### src/rtl/pipelined_carry_skip_adder_pkg.sv
// csa_pkg: sizing helpers and the per-stage pipeline record shared by the
// pipelined carry-skip adder and its carry_skip_block sub-module.
package csa_pkg;

    // Widest operand the stage record can carry; wider adders need this raised.
    localparam int CSA_MAX_N = 128;

    // Number of sum bits finished by one pipeline stage.
    function automatic int csa_stage_width(input int block_size, input int blocks_per_stage);
        return block_size * blocks_per_stage;
    endfunction

    // Number of pipeline stages needed to cover all N bits.
    function automatic int csa_stages(input int n, input int block_size, input int blocks_per_stage);
        return n / csa_stage_width(block_size, blocks_per_stage);
    endfunction

    // Contents of one stage slot: bits below the stage's group are finished sum
    // bits, bits at and above it are still raw operand bits, and carry is the
    // carry entering this stage's group.
    typedef struct packed {
        logic                 valid;
        logic                 carry;
        logic [CSA_MAX_N-1:0] sum;
        logic [CSA_MAX_N-1:0] a;
        logic [CSA_MAX_N-1:0] b;
    } csa_stage_t;

endpackage

### src/rtl/pipelined_carry_skip_adder_block.sv
// carry_skip_block: one combinational carry-skip block. Ripples the sum through
// BLOCK_SIZE bits and bypasses the ripple carry when every bit propagates.
module carry_skip_block #(
    parameter int BLOCK_SIZE = 4
) (
    input  logic [BLOCK_SIZE-1:0] a,
    input  logic [BLOCK_SIZE-1:0] b,
    input  logic                  cin,
    output logic [BLOCK_SIZE-1:0] sum,
    output logic                  cout,
    output logic                  prop_all
);

    logic ripple_cout;

    // Ripple-carry sum across the block, keeping the final ripple carry.
    always_comb begin
        logic c;
        c = cin;
        sum = '0;
        for (int i = 0; i < BLOCK_SIZE; i++) begin
            sum[i] = a[i] ^ b[i] ^ c;
            c      = (a[i] & b[i]) | ((a[i] ^ b[i]) & c);
        end
        ripple_cout = c;
    end

    // When every bit propagates the carry-in passes straight through the skip mux.
    assign prop_all = &(a ^ b);
    assign cout     = prop_all ? cin : ripple_cout;

endmodule

### src/rtl/pipelined_carry_skip_adder.sv
// pipelined_carry_skip_adder: N-bit carry-skip adder pipelined one stage per
// group of BLOCKS_PER_STAGE skip blocks, valid/ready on input and output.
// Optional feature macro: CSA_OVERFLOW_EN adds the registered signed-overflow output ovf.
module pipelined_carry_skip_adder
    import csa_pkg::*;
#(
    parameter int N                = 16,
    parameter int BLOCK_SIZE       = 4,
    parameter int BLOCKS_PER_STAGE = 1
) (
    input  logic         clk,
    input  logic         rst,
    input  logic         in_valid,
    output logic         in_ready,
    input  logic [N-1:0] a,
    input  logic [N-1:0] b,
    input  logic         cin,
    output logic         out_valid,
    input  logic         out_ready,
    output logic [N-1:0] sum,
    output logic         cout
`ifdef CSA_OVERFLOW_EN
    ,
    output logic         ovf
`endif
);

    localparam int W      = csa_stage_width(BLOCK_SIZE, BLOCKS_PER_STAGE);
    localparam int STAGES = csa_stages(N, BLOCK_SIZE, BLOCKS_PER_STAGE);

    if (BLOCK_SIZE < 1 || BLOCKS_PER_STAGE < 1) begin : g_bad_block
        $error("BLOCK_SIZE and BLOCKS_PER_STAGE must both be at least 1");
    end
    if (N % W != 0) begin : g_bad_width
        $error("N must be a multiple of BLOCK_SIZE*BLOCKS_PER_STAGE");
    end
    if (N > CSA_MAX_N) begin : g_too_wide
        $error("N exceeds CSA_MAX_N in csa_pkg");
    end

    for (genvar s = 0; s < STAGES; s++) begin : g_stage
        csa_stage_t                  stage_q;
        csa_stage_t                  stage_d;
        csa_stage_t                  upstream;
        csa_stage_t                  result;
        logic                        ready;
        logic                        down_ready;
        logic [W-1:0]                grp_sum;
        logic [BLOCKS_PER_STAGE-1:0] blk_prop;
        logic                        grp_prop;
        logic                        grp_carry;

        if (s == 0) begin : g_head
            // Stage 0 is fed from the input port with an empty partial sum.
            always_comb begin
                upstream        = '0;
                upstream.valid  = in_valid;
                upstream.carry  = cin;
                upstream.a[N-1:0] = a;
                upstream.b[N-1:0] = b;
            end
        end else begin : g_body
            assign upstream = g_stage[s-1].result;
        end

        if (s == STAGES - 1) begin : g_tail
            assign down_ready = out_ready;
        end else begin : g_link
            assign down_ready = g_stage[s+1].ready;
        end

        // A slot accepts new content when it is empty or its content moves on,
        // so bubbles collapse even while the output is stalled.
        assign ready = ~stage_q.valid | down_ready;

        for (genvar j = 0; j < BLOCKS_PER_STAGE; j++) begin : g_blk
            logic                  c_in;
            logic                  c_out;
            logic [BLOCK_SIZE-1:0] s_out;

            if (j == 0) begin : g_first
                assign c_in = stage_q.carry;
            end else begin : g_chain
                assign c_in = g_blk[j-1].c_out;
            end

            carry_skip_block #(
                .BLOCK_SIZE(BLOCK_SIZE)
            ) u_block (
                .a        (stage_q.a[s*W + j*BLOCK_SIZE +: BLOCK_SIZE]),
                .b        (stage_q.b[s*W + j*BLOCK_SIZE +: BLOCK_SIZE]),
                .cin      (c_in),
                .sum      (s_out),
                .cout     (c_out),
                .prop_all (blk_prop[j])
            );

            assign grp_sum[j*BLOCK_SIZE +: BLOCK_SIZE] = s_out;
        end

        // A group that propagates in every block passes its carry-in straight on.
        assign grp_prop  = &blk_prop;
        assign grp_carry = grp_prop ? stage_q.carry : g_blk[BLOCKS_PER_STAGE-1].c_out;

        // Stage content after this stage's group has been summed.
        always_comb begin
            result                = stage_q;
            result.sum[s*W +: W]  = grp_sum;
            result.carry          = grp_carry;
        end

        // Load upstream content when ready, otherwise hold.
        always_comb begin
            stage_d = stage_q;
            if (ready) begin
                stage_d = upstream;
            end
        end

        // Stage slot register; reset empties it and zeroes its data.
        always_ff @(posedge clk or posedge rst) begin
            if (rst) begin
                stage_q <= '0;
            end else begin
                stage_q <= stage_d;
            end
        end
    end

    assign in_ready  = g_stage[0].ready;
    assign out_valid = g_stage[STAGES-1].result.valid;
    assign sum       = g_stage[STAGES-1].result.sum[N-1:0];
    assign cout      = g_stage[STAGES-1].result.carry;

`ifdef CSA_OVERFLOW_EN
    // Signed overflow: the carry entering the sign bit disagrees with the carry leaving it.
    assign ovf = (g_stage[STAGES-1].stage_q.a[N-1] ^ g_stage[STAGES-1].stage_q.b[N-1] ^ sum[N-1]) ^ cout;
`endif

endmodule

### config.mk
export PLATFORM = sky130hd
export DESIGN_NAME = pipelined_carry_skip_adder
export DESIGN_NICKNAME = d
export VERILOG_FILES = /design/src/rtl/pipelined_carry_skip_adder_pkg.sv /design/src/rtl/pipelined_carry_skip_adder_block.sv /design/src/rtl/pipelined_carry_skip_adder.sv
export SDC_FILE = /design/constraint.sdc
export NUM_CORES = 1
export LEC_CHECK = 0
export ABC_AREA = 1
export BUFFER_PORTS_ARGS = -buffer_cell sky130_fd_sc_hd__buf_2
export CORE_MARGIN = 3
export CORE_UTILIZATION = 35
export CTS_BUF_LIST = sky130_fd_sc_hd__clkbuf_4 sky130_fd_sc_hd__clkbuf_8
export DETAILED_ROUTE_END_ITERATION = 10
export SKIP_LAST_GASP = 1
export SLEW_MARGIN = 20
export SYNTH_ARGS = -nofsm -noshare
export SYNTH_HDL_FRONTEND = slang
export SYNTH_SLANG_ARGS = --single-unit
### constraint.sdc
create_clock -name clk -period 9.33 [get_ports clk]
set_input_delay 0.933 -clock clk [delete_from_list [all_inputs] [get_ports clk]]
set_output_delay 0.933 -clock clk [all_outputs]
set_load 0.005 [all_outputs]
# --- Word-level counts from Yosys, hierarchy flattened ---
# Cells that the tools add are included.
totals:
  reg_bits: 160
  input_bits: 37
  out_inout_bits: 19
  wordCells: 119
classes:
  mux: 4
  bitwise: 92
  reduce_logical: 4
ops:
  columns: ["cell", "count"]
  rows:
  - ["AND 1 bit", 32]
  - ["XOR 1 bit", 32]
  - ["OR 1 bit", 20]
  - ["AND reduction 4 bit", 4]
  - ["XOR 4 bit", 4]
  - ["2-to-1 mux 1 bit", 4]
  - ["inverter 1 bit", 4]

# --- Depth between registers and ports, before layout ---
# Gate-level depths: netlist (run 1).
logic_depth:
  word_depth: 10
  mapped_depth: 10
  ltp_nobuf: 10

# --- Modules after synthesis ---
# A second synthesis (run 1) with hierarchy kept.
unflattened:
  hier_cells: 592
  area_unflattened_um2: 5233.8
by_module_without_submodules:
  columns: ["module", "instances", "cells_each", "area_each_um2", "seq_area_each_um2"]
  rows:
  - ["pipelined_carry_skip_adder", 1, 496, 4458.0, 2802.7]
  - ["carry_skip_block", 4, 24, 193.9, 0.0]

# --- Least setup slack after synthesis (run 1) ---
# OpenSTA, ideal clock, no wires.
synth_path:
  path_kind: "register to output"
  from: "reg g_stage[3].stage_q, in the netlist g_stage[3].g_blk[0].c_in"
  to: "out sum[15]"
  arrival_ps: 2029
  t_required_ps: 8397
  slack_ps: 6368
  path_stages_with_launch: 9
  n_path_buf: 0
  cell_sequence: "dfrtp_1 > inv_1 > fa_1 > inv_1 > fa_1 > fa_1 > inv_1 > fa_1 > inv_1"
synth_between:
  elab_chain_cells: 7
synth_rtl:
  columns: ["item", "line", "source"]
  rows:
  - ["start, declared", "pipelined_carry_skip_adder.sv:42", "csa_stage_t stage_q;"]
  - ["start signal, assigned", "pipelined_carry_skip_adder.sv:125", "stage_q <= stage_d;"]
  - ["AND 1 bit", "pipelined_carry_skip_adder_block.sv:23", "c = (a[i] & b[i]) | ((a[i] ^ b[i]) & c);"]
  - ["OR 1 bit", "pipelined_carry_skip_adder_block.sv:23", null]
  - ["AND 1 bit", "pipelined_carry_skip_adder_block.sv:23", null]
  - ["OR 1 bit", "pipelined_carry_skip_adder_block.sv:23", null]
  - ["AND 1 bit", "pipelined_carry_skip_adder_block.sv:23", null]
  - ["OR 1 bit", "pipelined_carry_skip_adder_block.sv:23", null]
  - ["XOR 1 bit", "pipelined_carry_skip_adder_block.sv:22", "sum[i] = a[i] ^ b[i] ^ c;"]
  - ["end, declared", "pipelined_carry_skip_adder.sv:20", "output logic [N-1:0] sum,"]
# No other way between the ends.

# --- Worst setup path after layout (run 1) ---
layout_path:
  from: "reg g_stage[3].stage_q, in the netlist g_stage[3].result[12]"
  to: "out sum[15]"
layout_between:
  elab_chain_cells: 8
  elab_cells_between_ends: 9
  classes_between: "bitwise: 9"
layout_rtl:
  columns: ["item", "line"]
  rows:
  - ["XOR 1 bit", "pipelined_carry_skip_adder_block.sv:23"]
  - ["AND 1 bit", "pipelined_carry_skip_adder_block.sv:23"]
  - ["OR 1 bit *", "pipelined_carry_skip_adder_block.sv:23"]
  - ["AND 1 bit *", "pipelined_carry_skip_adder_block.sv:23"]
  - ["OR 1 bit *", "pipelined_carry_skip_adder_block.sv:23"]
  - ["AND 1 bit *", "pipelined_carry_skip_adder_block.sv:23"]
  - ["OR 1 bit *", "pipelined_carry_skip_adder_block.sv:23"]
  - ["XOR 1 bit *", "pipelined_carry_skip_adder_block.sv:22"]
# Every way passes the cells marked *; elsewhere a longest branch is shown, timed or not.

==> summary.txt, run 1 <==
Die
  • DIE AREA: 15,400 µm²
  • Rows: 42
  • Vert. Die Dim: 124 µm
  • Initial core utilization: 36.3%
  • Std-Cell Core Area: 13,500 µm²
  • Ports: 56
  • Die width: 124 µm

Worst setup path
  • Startpoint Class: flip-flop
  • Crit path DAT: 2.64 ns
  • Worst Setup Path Type: reg -> out
  • Worst setup EP type: output port
  • Crit Path Max Fanout: 2
  • Critical Path RT: 8.40 ns

Timing
  • Final setup viols: 0
  • Worst relative slew slack: 37.1%
  • Worst-margin pin slew: 0.943 ns
  • Setup TNS Final: 0 ns
  • RSZ-0062 raised after global routing: no
  • Final Skew: 0.00959 ns
  • Minimum clock period: 3.57 ns
  • Final hold vios: 0
  • Fmax: 280 MHz
  • Tcrit/Tclk final: 38.2%
  • Slew Limit Fails: 0

Logic synthesis
  • Mapped cell area: 4890 µm²
  • Syn Nets: 601
  • Seq/Total Area, Yosys: 57.3%
  • Area fraction of the dominant cell type after synthesis: 57.3%
  • Yosys warning count: 0
  • Mean area per synthesized cell: 9.19 µm²
  • Register bit total from synthesis: 112
  • Post-synth cell types: 20
  • Synth Instances: 532
  • Cell taking the most area after synthesis: dfrtp_1
  • Ranking of synthesized cells by area: dfrtp_1, nand2_1, fa_1, ha_1, inv_1

GRT
  • Largest net degree at the start of global routing: 78
  • First-pass GRT wire length: 15,900 µm
  • Gr usage total: 12.9%
  • Initial antenna violation count: 0
  • Vias in the first global route: 3,394
  • Total grt overflow: 0

CTS
  • Clock latency at the later pin of the worst-skew pair: 0.37 ns
  • CTS Buffer Depth: 2
  • Post-CTS sizing: 0
  • Setup bufs post-CTS: 0
  • Hold_buf cts: 0
  • Clock Sinks: 112
  • CTS tree: done
  • H-tree Lvls: 3
  • Root Buffer: clkbuf_8
  • TritonCTS Buffers: 9
  • Clock slew at reported path FFs: 0.10 ns

Detailed routing
  • WL/cell: 12.0 µm
  • Drt total wl: 9110 µm
  • Total number of vias: 3,267
  • Starting DRT DRC Count: 155
  • Drt pass-1 iters: 4
  • Vias/cell: 4.29
  • DRC viols: 0
  • Antenna-violating nets left: 0

Cells and area
  • Register Area: 2800 µm²
  • Most common library cell in the layout ignoring fill and taps: nand2_1
  • Final cell count without fillers: 762
  • # diodes: 0
  • Layout cells sized above 1: 14.3%
  • Final Net Count: 650
  • Fillcell total: 1,411
  • Most frequent cells in the layout: nand2_1, dfrtp_1, buf_2
  • Area delta synth->final: 12.4%
  • Footprint of the multi-input gates: 1840 µm²

Pwr
  • Pleak: 2.99 nW
  • VDD IR max: 0.0653 mV
  • Final Power: 1.25 mW
  • Power Dens Cells: 227 nW/µm²

Run
  • Max Cap Viol: 0

Place
  • RePlAce Congestion: 0.794
  • Post-DP HPWL: 6620 µm
  • Dpl cells: 746
  • Number of port buffers: 55

Hold path
  • Hold WC Path Type: reg -> reg

Outcome
  • Status: finished, final reports clean
## cell usage after synthesis
cell type,instances
buf_4,3
a21oi_1,1
nor2_1,4
o21ai_0,25
nand4_4,1
nand3_2,1
or2_2,2
nand4_2,1
nand3_1,3
nor2_4,1
fa_1,16
dfrtp_1,112
nor2_2,1
inv_1,37
inv_2,3
buf_2,10
ha_1,16
nand2_1,288
clkbuf_1,6
nand4_1,1
## cells by family (layout without fill, tap and decap cells)
logic type | count (synthesis) | after routing | share of synthesized area [%]
and+or+nand+nor | 303 | 303 | 24.4
DFF | 112 | 112 | 57.3
adders and majority gates | 32 | 32 | 10.6
buffers and inverters | 59 | 113 | 5.02
AOI/OAI and AO/OA | 26 | 26 | 2.66
## sequential cells by signal (all words and copies together) (netlist names)
register,count
sum,12
out_valid,1
g_stage.g_blk.c_in,4
g_stage.result,95
## report_power, final
part | switching [mW] | internal [mW] | total (mW)
registers | 0.0729 | 0.597 | 0.670
clock network | 0.156 | 0.116 | 0.271
logic | 0.180 | 0.125 | 0.305
## area by class of cell
cell class	count	area share, %
clock buffers	12	2.89
inverters	40	2.78
repair buffers	57	5.28
well taps	176	4.01
flip-flops and latches	112	51.0
clock inverters	4	0.501
multi-input cells	361	33.5
## path summary, 6_finish.rpt
| kind | from | slack, ns | cells past startpoint | end |
|---|---|---|---|---|
| min in group asynchronous | rst | 0.57 | 2 | g_stage[3].result[14]$_DFFE_PP0P_ |
| worst max-delay path | g_stage[3].result[12]$_DFFE_PP0P_ | 5.76 | 9 | sum[15] |
| worst min-delay path | g_stage[2].result[14]$_DFFE_PP0P_ | 0.47 | 2 | g_stage[3].result[14]$_DFFE_PP0P_ |
| worst max register to register | g_stage[1].g_blk[0].c_in$_DFFE_PP0P_ | 7.03 | 8 | g_stage[2].result[263]$_DFFE_PP0P_ |
| worst min register to register | g_stage[2].result[14]$_DFFE_PP0P_ | 0.47 | 2 | g_stage[3].result[14]$_DFFE_PP0P_ |
| max in group asynchronous | rst | 7.46 | 3 | g_stage[2].result[13]$_DFFE_PP0P_ |
## per-stage QoR
stage	worst slack, ns	hold slack [ns]	util [%]	instance area [µm²]
global route	5.57	0.495	40.8	5490
detailed placement	5.90	0.460	39.5	5310
CTS	5.70	0.484	40.8	5490
global placement	5.96	0.458	39.5	5310
finish	5.76	0.474	40.8	5490
floorplan	5.44	0.442	-	4890
## critical path, stage by stage, from the launching register on
cell     delay, ns
dfrtp_1       0.40
inv_1         0.12
fa_1          0.20
inv_1         0.06
fa_1          0.45
fa_1          0.42
inv_1         0.09
fa_1          0.38
inv_1         0.06
buf_2         0.10
## layer usage
metal  part of all wire [%]  track usage [%]
met1                     50             18.2
met2                     45             20.2
met3                    2.8             1.59
met4                    2.1             5.75
met5                      0                0
(Power assumes the default switching activity.)
==> inputs of run 2 (changes only) <==
--- a/config.mk
+++ b/config.mk
@@ -5,7 +5,7 @@
 export SDC_FILE = /design/constraint.sdc
 export NUM_CORES = 1
 export LEC_CHECK = 0
-export ABC_AREA = 1
+export ABC_AREA = 0
 export BUFFER_PORTS_ARGS = -buffer_cell sky130_fd_sc_hd__buf_2
 export CORE_MARGIN = 3
 export CORE_UTILIZATION = 35
==> constraint.sdc (replaced) <==
create_clock -name clk -period 3 [get_ports clk]
set_input_delay 0.3 -clock clk [delete_from_list [all_inputs] [get_ports clk]]
set_output_delay 0.3 -clock clk [all_outputs]
set_load 0.005 [all_outputs]
==> summary.txt, run 2 <==
Outcome
  • Status: finished, final reports clean

Logic synthesis
  • Syn Nets: 407
  • Cell taking the most area after synthesis: dfrtp_1
  • Register bit total from synthesis: 112
  • EDFF count, synth: 0
  • Yosys warning count: 0
  • Post-synth top cells: dfrtp_1, mux2_2, inv_1
  • Synth Flop Type: dfrtp_1
  • Ranking of synthesized cells by area: dfrtp_1, mux2_2, mux2_4, fa_1, ha_1
  • Synth Instances: 338
  • Seq/Total Area, Yosys: 57.1%
  • Area fraction of the dominant cell type after synthesis: 57.1%
  • Mean area per synthesized cell: 14.5 µm²
  • Count leader, synth: dfrtp_1
  • Ys async rst share: 100%
  • Mapped cell area: 4900 µm²
  • Post-synth cell types: 19

Detailed routing
  • Vias/cell: 4.54
  • Drt total wl: 8200 µm
  • WL/cell: 14.2 µm
  • Starting DRT DRC Count: 73
  • Drt pass-1 iters: 4
  • Total number of vias: 2,620
  • DRC viols: 0
  • Antenna-violating nets left: 0

Cells and area
  • Layout cells sized above 1: 41.9%
  • Area delta synth->final: 14.0%
  • Fillcell total: 1,294
  • Most frequent cells in the layout: dfrtp_1, mux2_2, buf_2
  • Fin util: 41.5%
  • Max reg flops: 95
  • Post-route cell area: 5590 µm²
  • Final Net Count: 465
  • # diodes: 0
  • Most common library cell in the layout ignoring fill and taps: dfrtp_1

CTS
  • TritonCTS Buffers: 9
  • CTS tree: done
  • Root Buffer: clkbuf_8
  • Setup bufs post-CTS: 0
  • Clock slew at reported path FFs: 0.09 ns
  • H-tree Lvls: 3
  • Clock Sinks: 112
  • Clock latency at the later pin of the worst-skew pair: 0.37 ns
  • CTS Buffer Depth: 2

GRT
  • Total grt overflow: 0
  • Initial antenna violation count: 0
  • First-pass GRT wire length: 14,100 µm
  • Vias in the first global route: 2,866
  • Gr usage total: 11.3%
  • Largest net degree at the start of global routing: 50

Die
  • DIE AREA: 15,500 µm²
  • Initial core utilization: 36.5%
  • Die width: 124 µm
  • Rows: 42
  • Std-Cell Core Area: 13,500 µm²
  • Ports: 56
  • Vert. Die Dim: 124 µm

Worst setup path
  • Reg-to-Reg End: g_stage[2].g_blk[0].c_in$_DFFE_PP0P_
  • Crit path DAT: 2.52 ns
  • Worst r2r src: g_stage[1].g_blk[0].c_in$_DFFE_PP0P_
  • R2R cell count: 9
  • Startpoint Class: flip-flop
  • Reg-to-reg slack, setup: 0.67 ns
  • Critical Path RT: 2.70 ns
  • Worst setup EP type: output port
  • Crit Path Max Fanout: 2
  • Worst Setup Path Type: reg -> out

Place
  • Number of port buffers: 55
  • DP Worst Slack: 0.486 ns
  • RePlAce Congestion: 0.776
  • Post-DP HPWL: 5630 µm
  • Placed cell areas: 5390 µm²

Timing
  • Fmax: 355 MHz
  • RSZ-0062 raised after global routing: no
  • Setup WS post-layout: 0.180 ns
  • Worst-margin pin slew: 0.840 ns
  • Final Skew: 0.00932 ns
  • Minimum clock period: 2.82 ns
  • Tcrit/Tclk final: 94.0%
  • Final setup viols: 0
  • Slew Limit Fails: 0
  • Final hold vios: 0
  • Worst relative slew slack: 43.9%
  • Setup TNS Final: 0 ns

Pwr
  • VDD IR max: 0.236 mV
  • Power Dens Cells: 717 nW/µm²
  • Pleak: 2.66 nW
  • Final Power: 4.01 mW

Run
  • Max Cap Viol: 0

Hold path
  • Hold WC Path Type: in -> async
-- run 2: changes by cell type in the layout (fill, tap and decap cells not counted), sizes merged, moves of 3 or more --
| cell | before | now |
|---|---|---|
| inv | 41 | 31 |
| mux2 | 0 | 85 |
| nand2b | 0 | 4 |
| mux2i | 0 | 3 |
| nand3 | 4 | 0 |
| nand2 | 288 | 13 |
| buf | 57 | 61 |
| o21ai | 25 | 22 |
| a21oi | 1 | 7 |
-- run 2: metrics by stage --
| step | instances | hold slack, ns |
|---|---|---|
| after floorplan | 338 | 0.408 |
| after global placement | 561 | 0.467 |
| after detailed placement | 561 | 0.472 |
| after CTS | 577 | 0.0914 |
| after global routing | 577 | 0.107 |
| final | 577 | 0.0789 |
-- run 2: area by class of cell --
type / instances / area (µm²) / area share [%]
inverter: 32 / 124 / 2.22
multi-input combinational: 180 / 1900 / 34.1
clock inverter: 2 / 12.5 / 0.224
timing repair buffer: 61 / 345 / 6.18
sequential: 112 / 2800 / 50.1
tap: 176 / 220 / 3.94
clock buffer: 14 / 180 / 3.22
-- run 2: worst max-delay path, stage by stage (launching register included) --
cell     delay (ns)
dfrtp_1        0.39
inv_1          0.09
fa_1           0.17
inv_1          0.06
fa_2           0.39
fa_1           0.42
inv_1          0.09
fa_1           0.39
inv_1          0.07
buf_2          0.10
-- run 2: kinds of logic (layout without fill, tap and decap cells) --
kind of cell | after synthesis | after routing | synth area share [%]
DFF | 112 | 112 | 57.1
muxes | 88 | 88 | 21.9
buffers and inverters | 46 | 109 | 4.08
adders and majority gates | 32 | 32 | 10.6
and+or+nand+nor | 31 | 31 | 3.32
AOI/OAI and AO/OA | 29 | 29 | 2.96
-- run 2: where the power goes --
| part | switching, mW | total [mW] | internal (mW) | leakage (nW) |
|---|---|---|---|---|
| clock | 0.471 | 0.859 | 0.389 | 0.0995 |
| sequential | 0.214 | 2.09 | 1.87 | 1.30 |
| combinational | 0.480 | 1.06 | 0.577 | 1.26 |
-- run 2: worst max path at each step --
stage | from | to | slack (ns)
2_1_floorplan | g_stage[3].g_blk[0].c_in$_DFFE_PP0P_ | sum[15] | 0.67
3_3_place_gp | g_stage[3].g_blk[0].c_in$_DFFE_PP0P_ | sum[15] | 0.53
3_5_place_dp | g_stage[3].g_blk[0].c_in$_DFFE_PP0P_ | sum[15] | 0.49
4_1_cts | g_stage[3].g_blk[0].c_in$_DFFE_PP0P_ | sum[15] | 0.06
5_1_grt | g_stage[3].result[140]$_DFFE_PP0P_ | sum[15] | 0.02
6_report | g_stage[3].result[140]$_DFFE_PP0P_ | sum[15] | 0.18
-- run 2: metal layers --
| metal | GRT usage (%) | share of wire, % | vias to the layer above |
|---|---|---|---|
| li1 | - | - | 1232 |
| met1 | 14.8 | 47 | 1333 |
| met2 | 17.8 | 47 | 45 |
| met3 | 3.30 | 4.5 | 10 |
| met4 | 4.06 | 1.5 | 0 |
| met5 | 0 | 0 | - |
-- run 2: timing repair --
action,in CTS,in global routing
resized for setup,0,3
endpoints found under the setup margin,0,1
hold buffers,0,0
==> inputs of run 3 (changes only) <==
==> constraint.sdc (replaced) <==
create_clock -name clk -period 2.3 [get_ports clk]
set_input_delay 0.23 -clock clk [delete_from_list [all_inputs] [get_ports clk]]
set_output_delay 0.23 -clock clk [all_outputs]
set_load 0.005 [all_outputs]
==> summary.txt, run 3 (same netlist as run 2, synthesis figures left out) <==
Timing
  • Worst relative slew slack: 55.6%
  • Minimum clock period: 2.62 ns
  • Tcrit/Tclk final: 114%
  • Final hold slack: -0.0207 ns
  • Final setup viols: 2
  • Slew Limit Fails: 0
  • Final hold vios: 7
  • Final Skew: 0.00886 ns
  • RSZ-0062 raised after global routing: yes
  • Fmax: 382 MHz
  • Worst-margin pin slew: 0.666 ns
  • Setup TNS Final: -0.461 ns
  • Setup WS post-layout: -0.315 ns

Cells and area
  • # diodes: 0
  • Max reg flops: 95
  • Most frequent cells in the layout: dfrtp_1, mux2_2, buf_2
  • Fin util: 41.8%
  • Final Net Count: 471
  • Layout cells sized above 1: 46.9%
  • Area delta synth->final: 14.8%
  • Most common library cell in the layout ignoring fill and taps: dfrtp_1
  • Final cell count without fillers: 583
  • Post-route cell area: 5630 µm²

CTS
  • H-tree Lvls: 3
  • TritonCTS Buffers: 9
  • CTS tree: done
  • CTS Buffer Depth: 2
  • Root Buffer: clkbuf_8
  • Clock Sinks: 112
  • Clock latency at the later pin of the worst-skew pair: 0.38 ns
  • Hold_buf cts: 0
  • Clock slew at reported path FFs: 0.09 ns

Die
  • Initial core utilization: 36.5%
  • Std-Cell Core Area: 13,500 µm²
  • Die width: 124 µm
  • Ports: 56
  • DIE AREA: 15,500 µm²
  • Vert. Die Dim: 124 µm
  • Rows: 42

Detailed routing
  • Total number of vias: 2,629
  • Wire length on met2: 4000 µm
  • Vias/cell: 4.51
  • Drt total wl: 8360 µm
  • Starting DRT DRC Count: 88
  • Top Metal Used: met4
  • Antenna-violating nets left: 0
  • WL/cell: 14.3 µm
  • DRC viols: 0
  • WL met1: 3790 µm
  • Drt pass-1 iters: 4
  • Met3 wire length: 471 µm

Worst setup path
  • Crit path DAT: 2.39 ns
  • Startpoint Class: flip-flop
  • Worst Setup Path Type: reg -> out
  • Worst setup path start: g_stage[3].result[140]$_DFFE_PP0P_
  • Crit Path Max Fanout: 2
  • Worst-path cell with the longest stage delay: fa_2
  • Critical path's largest stage delay: 0.41 ns
  • Critical Path RT: 2.07 ns
  • CP Cell Sequence: inv_2 > fa_2 > inv_2 > fa_2 > fa_2 > inv_2 > fa_2 > inv_1 > buf_2
  • Worst setup EP type: output port
  • Worst r2r src: g_stage[1].result[132]$_DFFE_PP0P_
  • Worst Path Buf+Inv: 5
  • CP delay by family, top: adder cells
  • Critical Path Most Common Cell: fa_2

Pwr
  • Power Dens Cells: 937 nW/µm²
  • VDD IR max: 0.341 mV
  • Final Power: 5.27 mW
  • Pleak: 2.67 nW

Hold path
  • Hold WC Path Type: in -> async

Run
  • Max Cap Viol: 0

Place
  • Placed cell areas: 5390 µm²
  • Dpl cells: 562
  • Post-DP HPWL: 5480 µm
  • DP Worst Slack: -0.121 ns
  • RePlAce Congestion: 0.759
  • Number of port buffers: 55

Outcome
  • Failing checks: hold timing, setup timing
  • Status: finished, violations left

GRT
  • Initial antenna violation count: 0
  • Total grt overflow: 0
  • First-pass GRT wire length: 14,400 µm
  • Gr usage total: 11.6%
  • Vias in the first global route: 2,892
  • Largest net degree at the start of global routing: 113
run 3: changes by cell type in the layout (fill, tap and decap cells not counted), moves of 2 or more:
cell	before	now
inv_1	29	20
inv_2	2	11
buf_4	4	11
fa_1	15	8
fa_2	1	8
clkinv_2	1	4
clkbuf_8	12	10
run 3: timing repair:
action,4_1_cts,5_1_grt
gates resized for setup,13,9
endpoints found under the hold margin,0,0
pin swaps,5,1
setup endpoints to repair,7,7
setup buffers,2,3
run 3: path summary, 6_finish.rpt:
path	slack, ns	end	depth (start not counted)
worst max-delay path	-0.32	sum[15]	9
worst min-delay path	-0.02	g_stage[2].result[141]$_DFFE_PP0P_	3
worst max register to register	0.09	g_stage[2].g_blk[0].c_in$_DFFE_PP0P_	9
worst min register to register	0.48	g_stage[3].result[140]$_DFFE_PP0P_	2
max in group asynchronous	1.84	sum[4]$_DFFE_PP0P_	3
min in group clk	0.04	g_stage[0].result[385]$_DFFE_PP0P_	2
run 3: worst min-delay path: cells and delay by family:
kind,cells,cell delay (ns)
buffers and inverters,3,0.59
run 3: final cells by class:
class / instances / area (µm²)
Clock buffer: 12 / 153
Inverter: 32 / 124
Multi-Input combinational cell: 180 / 1930
Sequential cell: 112 / 2800
Timing Repair Buffer: 67 / 378
Clock inverter: 4 / 20.0
Tap cell: 176 / 220
Fill cell: 1270 / 7820
run 3: power by group:
group | leakage (nW) | switching, mW | internal [mW] | total, mW
clock network | 0.0967 | 0.621 | 0.442 | 1.06
registers | 1.30 | 0.287 | 2.44 | 2.73
logic | 1.27 | 0.654 | 0.825 | 1.48
total | 2.67 | 1.56 | 3.71 | 5.27
run 3: routing by layer:
layer	GRT usage, %	vias up
li1	-	1248
met1	14.8	1329
met2	18.1	44
met3	5.15	8
met4	3.09	0
met5	0	-
